### config.mk
export PLATFORM = sky130hd
export DESIGN_NAME = pipe_stall_ctrl
export DESIGN_NICKNAME = d
export VERILOG_FILES = /design/src/rtl/pipe_stall_ctrl.sv
export SDC_FILE = /design/constraint.sdc
export NUM_CORES = 1
export LEC_CHECK = 0
export ABC_AREA = 0
export BUFFER_PORTS_ARGS = -buffer_cell sky130_fd_sc_hd__buf_4
export CAP_MARGIN = 20
export CORE_MARGIN = 2
export CORE_UTILIZATION = 45
export DETAILED_ROUTE_END_ITERATION = 8
export PLACE_DENSITY = 0.74
export SLEW_MARGIN = 5
export SYNTH_ARGS = -nofsm -noshare
export SYNTH_HDL_FRONTEND = slang
export SYNTH_SLANG_ARGS = --single-unit
### constraint.sdc
create_clock -name clk -period 3.95 [get_ports clk]
set_input_delay 0.79 -clock clk [delete_from_list [all_inputs] [get_ports clk]]
set_output_delay 0.79 -clock clk [all_outputs]
set_load 0.05 [all_outputs]
### src/rtl/pipe_stall_ctrl.sv
// rtl/pipe_stall_ctrl.sv - hazard/stall controller for the 5-stage pipeline
module pipe_stall_ctrl #(
    parameter int CNT_W  = 6,
    parameter int PERF_W = 32
) (
    input  logic              clk,
    input  logic              rst,
    input  logic              ld_use_i,
    input  logic              md_start_i,
    input  logic [CNT_W-1:0]  md_cycles_i,
    input  logic              mem_busy_i,
    input  logic              br_taken_i,
    output logic [5:0]        stall_o,
    output logic              flush_o,
    output logic              md_busy_o,
    output logic              md_done_o,
    output logic [PERF_W-1:0] stall_cnt_o
);

    typedef enum logic {
        S_RUN = 1'b0,
        S_MD  = 1'b1
    } state_t;

    localparam logic [CNT_W-1:0]  CNT_ONE  = {{(CNT_W-1){1'b0}}, 1'b1};
    localparam logic [PERF_W-1:0] PERF_ONE = {{(PERF_W-1){1'b0}}, 1'b1};

    state_t            state;
    logic [CNT_W-1:0]  cnt;
    logic [PERF_W-1:0] stall_cnt;

    logic              md_accept;
    logic              md_last;
    logic              md_req;
    logic [5:0]        stall;
    logic              flush;

    // Stall priority: MEM wait > multi-cycle EX > load-use; a taken branch
    // only flushes when EX is free to advance, and then suppresses load-use.
    always_comb begin
        md_accept = (state == S_RUN) && md_start_i && !mem_busy_i;
        md_last   = (state == S_MD) && (cnt <= CNT_ONE);
        md_req    = md_accept || ((state == S_MD) && (cnt > CNT_ONE));
        stall     = 6'b000000;
        flush     = 1'b0;
        if (!rst) begin
            if (mem_busy_i) begin
                stall = 6'b011111;
            end else if (md_req) begin
                stall = 6'b001111;
            end
            flush = br_taken_i & ~stall[3];
            if ((stall == 6'b000000) && ld_use_i && !flush) begin
                stall = 6'b000111;
            end
        end
    end

    // Multi-cycle EX sequencer: load the length on issue, count down to done.
    always_ff @(posedge clk) begin
        if (rst) begin
            state <= S_RUN;
            cnt   <= '0;
        end else begin
            case (state)
                S_RUN: begin
                    if (md_accept) begin
                        cnt   <= (md_cycles_i == '0) ? CNT_ONE : md_cycles_i;
                        state <= S_MD;
                    end
                end
                S_MD: begin
                    if (md_last) begin
                        cnt   <= '0;
                        state <= S_RUN;
                    end else begin
                        cnt <= cnt - CNT_ONE;
                    end
                end
                default: begin
                    state <= S_RUN;
                    cnt   <= '0;
                end
            endcase
        end
    end

    // Saturating count of cycles in which the PC was held.
    always_ff @(posedge clk) begin
        if (rst) begin
            stall_cnt <= '0;
        end else if (stall[0] && (stall_cnt != '1)) begin
            stall_cnt <= stall_cnt + PERF_ONE;
        end
    end

    assign stall_o     = stall;
    assign flush_o     = flush;
    assign md_busy_o   = !rst && (state == S_MD);
    assign md_done_o   = !rst && md_last;
    assign stall_cnt_o = stall_cnt;

endmodule

==> results of run 1 <==
-- worst max-delay path: stages, from the launching register on --
cell and delay, ns:
dfxtp_1 0.37, nor4_2 0.47, a41oi_2 0.30, o21ai_4 0.61, inv_2 0.15, buf_4 0.23
-- worst paths after layout --
check                                                    end  cells after the start
worst max-delay path                              stall_o[2]                      5
worst min-delay path            stall_cnt_o[28]$_SDFFE_PP0P_                      2
worst max register to register  stall_cnt_o[11]$_SDFFE_PP0P_                      7
worst min register to register  stall_cnt_o[28]$_SDFFE_PP0P_                      2
-- sequential cells by signal, indices dropped and copies added, names as in the netlist --
register / flops
stall_cnt_o: 32
cnt: 6
state: 1
-- cell type report --
type | count | area [um^2]
fill | 506 | 2270
multi-input combinational | 215 | 1480
sequential | 39 | 781
timing repair buffer | 51 | 383
tap | 70 | 87.6
clock buffer | 7 | 76.3
inverter | 8 | 30.0
clock inverter | 1 | 5.00
-- kinds of logic after synthesis --
logic type / synth area share
compound gates: 0.232
xor+xnor: 0.00369
fa+ha+maj: 0.0158
buf+inv: 0.0496
flops: 0.329
mux: 0.0322
other cells: 0.00158
simple gates: 0.336
-- synthesized netlist by cell type (2+ instances only) --
cell       n
dfxtp_1   39
a21oi_1   26
nand2_1   22
nor2_1    17
or4_1     16
o31ai_1   13
nand3_1   11
nand4_1    9
o41ai_1    9
nor2b_1    8
clkbuf_1   7
inv_1      7
buf_4      6
nor3_1     6
o311ai_0   5
and3_1     4
mux2_1     4
o21ai_0    4
a211oi_1   3
and4_1     3
ha_1       3
nand4b_1   3
nor4_1     3
or3_1      3
a31oi_1    2
and2_1     2
mux2i_1    2
nand2b_1   2
nand4_4    2
nor3b_1    2
nor4_4     2
o211ai_2   2
o22a_1     2
o22ai_1    2
or2_2      2
or4b_1     2
-- stage by stage --
| step | hold slack (ns) | total power, W |
|---|---|---|
| finish | 0.519 | 0.000908 |
| global route | 0.549 | 0.000949 |
| CTS | 0.523 | 0.000913 |
| detailed placement | 0.512 | 0.000651 |
| global placement | 0.501 | 0.000645 |
| floorplan | 0.503 | 0.000601 |
-- routing by layer --
layer	up-vias	global-route usage
li1	1176	-
met1	1107	0.287
met2	64	0.315
met3	9	0.0344
met4	0	0.0673
met5	-	0
-- power groups by stage --
stage / clock network (W) / logic [W] / registers [W]
5_1_grt: 0.000286 / 0.000223 / 0.000440
3_3_place_gp: 0 / 0.000201 / 0.000444
3_5_place_dp: 0 / 0.000206 / 0.000445
6_report: 0.000265 / 0.000206 / 0.000436
2_1_floorplan: 0 / 0.000140 / 0.000461
4_1_cts: 0.000270 / 0.000207 / 0.000436
==> metrics.txt, run 1 <==
die area 5870 um^2; min-delay src stall_cnt_o[28]$_SDFFE_PP0P_; largest net degree at the start of global routing 44; most common cell after layout, fill and taps aside buf_4; Slew HR 0.504; GRT Total Usage 0.203; first-pass GRT wire length approximately 9.9 mm; fin area about 2800 um^2; core footprint 5110 um^2; final wirelength ~5.9 mm; setup ws final 0.744 ns; prevailing post-synth register cell dfxtp_1; combinational power share 0.227; VDD IR max 0.218 mV; Int Pwr 0.000598 W; Power Density roughly 320 nW/um^2; Placer Congestion approximately 0.8; CP Launch Type flop; worst hold path type flop to flop; I/O Buffers 51; r2r startpoint cnt[0]$_SDFFE_PP0P_; CTS Hold Buffers Added 0; via count 2,356; Leakage 1.04 nW; leading area contributor after synthesis dfxtp_1; ranking of synthesized cells by area dfxtp_1, a21oi_1, or4_1, o31ai_1, nand2_1; Row Count 26; Congestion Overflow GR 0; met2 wire length 2.67 mm; R2R Setup Slk 1.43 ns; synth warn 0; max_cap viols 0; Clock Sinks 39; DR iter-0 viols 195; CP Class flop to output pin; initial antenna violation count 0; H-tree depth 2; hpwl dp 4.23 mm; Cell variety after synth 58; crit path launch cnt[3]$_SDFFE_PP0P_; post-cts repair resize count 0; clk slew on worst S/H paths 0.07 ns; Post-Syn Area 2370 um^2; CTS Buf Count 5; switching share of power 0.341; Initial Util 0.465; WP data arrival 2.42 ns; DR WL met3 around 270 um; Max Used Layer met4; Slew Limit Fails 0; period utilisation layout 0.812; unrepaired setup endpoints after global routing no; number of synthesized flops with an enable pin 0; Die Height around 77 um; layout net count 335; worst endpoint required time 3.16 ns; post-CTS setup buffer count 0; Layout Cells excl Fill just under 400; n_diodes 0; Yosys reg bits 39; Remaining DRCs 0; Flop pwr share 0.481; Tmin final approximately 3.2 ns; TritonCTS clock tree built; CTS max path bufs 2; share of post-route cells with drive strength above 1 0.234; post-synth top area share 0.329; Util after Layout 0.556; Synth Instances 277; vias per cell 6.03; Clock Skew 0.00499 ns; syn nets 292; placed cells 383; Routed Antenna Nets 0; met1 wire length 2.91 mm; setup TNS 0 ns; CP max FO 28; Max Clock Freq 312 MHz; endpoint type of the worst setup path output pin; sequential cell area fraction in the yosys report 0.329; Finish-stage setup viols 0; number of global-route vias before repair about 2,100; First-pass DRT Iterations 4; Die Wd 76.6 um; Clk network pwr share 0.292; most frequent cells in the layout buf_4, dfxtp_1, a21oi_1, nand2_1, nor2_1; CTS Root Cell clkbuf_8; Area Growth Syn to Fin 19.6%; fraction of registers with async set/reset 0; worst skew pair latency 0.29 ns; NetSw between 0.0003 and 0.0004 W; Worst-Margin Slew 0.744 ns; Final Hold Fails 0; Syn Area/Cell 8.57 um^2; I/O Pins 53; Place WS 0.812 ns; DP Area ~2800 um^2; status completed; WL per Instance 15.1 um
Power figures use the tool's default switching activity.
==> run 2, diff against run 1 <==
==> constraint.sdc (replaced) <==
create_clock -name clk -period 3.2 [get_ports clk]
set_input_delay 0.64 -clock clk [delete_from_list [all_inputs] [get_ports clk]]
set_output_delay 0.64 -clock clk [all_outputs]
set_load 0.05 [all_outputs]
==> run 2 against run 1 <==
- design area increased by 1.4%
- highest routed layer unchanged
- routed wire length increased by 3.5%
- die area stayed put
==> metrics.txt, run 2 (synthesized netlist as in run 1, its figures left out) <==
number of global-route vias before repair 2,036 (-2.1%); DR iter-0 viols 133 (-32%); Die Height 76.6 um (unchanged); Remaining DRCs 0 (unchanged); Worst-Margin Slew 0.678 ns (-0.0664 ns); post-cts repair resize count 0 (unchanged); Routed Antenna Nets 0 (unchanged); First-pass DRT Iterations 4 (unchanged); Clock Skew 0.00437 ns (-0.000620 ns); most frequent cells in the layout buf_4, dfxtp_1, a21oi_1, nand2_1, nor2_1; Placer Congestion 0.835 (+1.9%); Tmin final just over 3 ns; Slew Limit Fails 0 (unchanged); Congestion Overflow GR 0 (unchanged); CP Launch Type flop; period utilisation layout 0.953; largest net degree at the start of global routing 42 (-4.5%); layout net count 340 (+1.5%); WL per Instance 15.5 um (+2.2%); worst endpoint required time 2.56 ns (-0.60 ns); unrepaired setup endpoints after global routing no; share of post-route cells with drive strength above 1 0.245 (+0.0118); Final Hold Fails 0 (unchanged); worst r2r path cells 7 (unchanged); GRT Total Usage 0.206 (+0.00291); Power Density 394 nW/um^2 (+23%); initial antenna violation count 0 (unchanged); first-pass GRT wire length 9.99 mm (+0.70%); n_diodes 0 (unchanged); max reg flops 32 (unchanged); clk slew on worst S/H paths 0.08 ns (about the same); CTS Root Cell clkbuf_8; CP max FO 14 (-50%); Row Count 26 (unchanged); Slew HR 0.547 (+0.0433); hpwl dp 4.28 mm (+0.97%); via count 2,388 (+1.4%); status completed; VDD IR max 0.234 mV (+7.3%); worst hold path type flop to flop; TritonCTS clock tree built; worst skew pair latency 0.29 ns (about the same); max_cap viols 0 (unchanged); Die Wd 76.6 um (unchanged); CP Class flop to output pin; post-CTS setup buffer count 0 (unchanged); Area Growth Syn to Fin 21.2%; Finish-stage setup viols 0 (unchanged); endpoint type of the worst setup path output pin; final wirelength 6.12 mm (+3.5%); worst hold slack 0.513 ns (-0.00605 ns); I/O Buffers 51 (unchanged); die area 5870 um^2 (unchanged); core footprint 5110 um^2 (unchanged); Leakage 1.06 nW (+2.0%); Initial Util 0.465 (unchanged); Max Clock Freq approximately 330 MHz; Clock Sinks 39 (unchanged); CTS Buf Count 5 (unchanged); Hold Path Stages 2 (unchanged); H-tree depth 2 (unchanged); CTS Hold Buffers Added 0 (unchanged); most common cell after layout, fill and taps aside buf_4; I/O Pins 53 (unchanged); vias per cell 6.03 (about the same); WP data arrival 2.41 ns (about the same); CTS max path bufs 2 (unchanged); setup TNS 0 ns (unchanged)
==> run 2: cell count changes in the layout (fill, tap and decap cells not counted) <==
cell     before  now
buf_4        51   55
o21ai_2       0    1
==> run 2: final timing paths <==
path | start | end | slack, ns
worst min-delay path | stall_cnt_o[19]$_SDFFE_PP0P_ | stall_cnt_o[19]$_SDFFE_PP0P_ | 0.51
worst min register to register | stall_cnt_o[19]$_SDFFE_PP0P_ | stall_cnt_o[19]$_SDFFE_PP0P_ | 0.51
worst max register to register | cnt[0]$_SDFFE_PP0P_ | stall_cnt_o[24]$_SDFFE_PP0P_ | 0.63
worst max-delay path | cnt[0]$_SDFFE_PP0P_ | stall_o[0] | 0.15
==> run 2: critical path, cell delays in order (launching register included) <==
cell and delay [ns]:
dfxtp_1 0.43, inv_1 0.07, ha_1 0.24, or2_1 0.28
a41oi_2 0.49, o21ai_4 0.22, inv_2 0.17, buf_4 0.22
==> run 2: area by class of cell <==
type | instances | area [um^2]
clock buffers | 7 | 76.3
clock inverters | 1 | 5.00
fillers | 497 | 2230
inverters | 8 | 30.0
multi-input cells | 216 | 1480
flip-flops and latches | 39 | 781
well taps | 70 | 87.6
repair buffers | 55 | 413
==> run 2: power by group <==
part | internal, W | switching (W)
logic | 0.0000884 | 0.000177
clock network | 0.000153 | 0.000177
registers | 0.000503 | 0.0000356
total | 0.000745 | 0.000389
==> run 2: metal layers <==
layer  track usage  vias to the layer above  part of all wire
met3        0.0391                        6             0.056
met2         0.312                       67              0.45
li1              -                     1184                 -
met4        0.0545                        0             0.012
met1         0.301                     1131              0.48
met5             0                        -                 0
==> run 2: metrics by stage <==
step | setup slack (ns) | total power [W] | utilization | area, um^2 | std cells
2_1_floorplan | 0.611 | 0.000742 | - | 2370 | 277
3_3_place_gp | 0.424 | 0.000804 | 0.546 | 2790 | 387
3_5_place_dp | 0.347 | 0.000810 | 0.546 | 2790 | 387
4_1_cts | 0.128 | 0.00113 | 0.561 | 2870 | 395
5_1_grt | 0.0270 | 0.00119 | 0.563 | 2880 | 396
6_report | 0.150 | 0.00113 | 0.563 | 2880 | 396
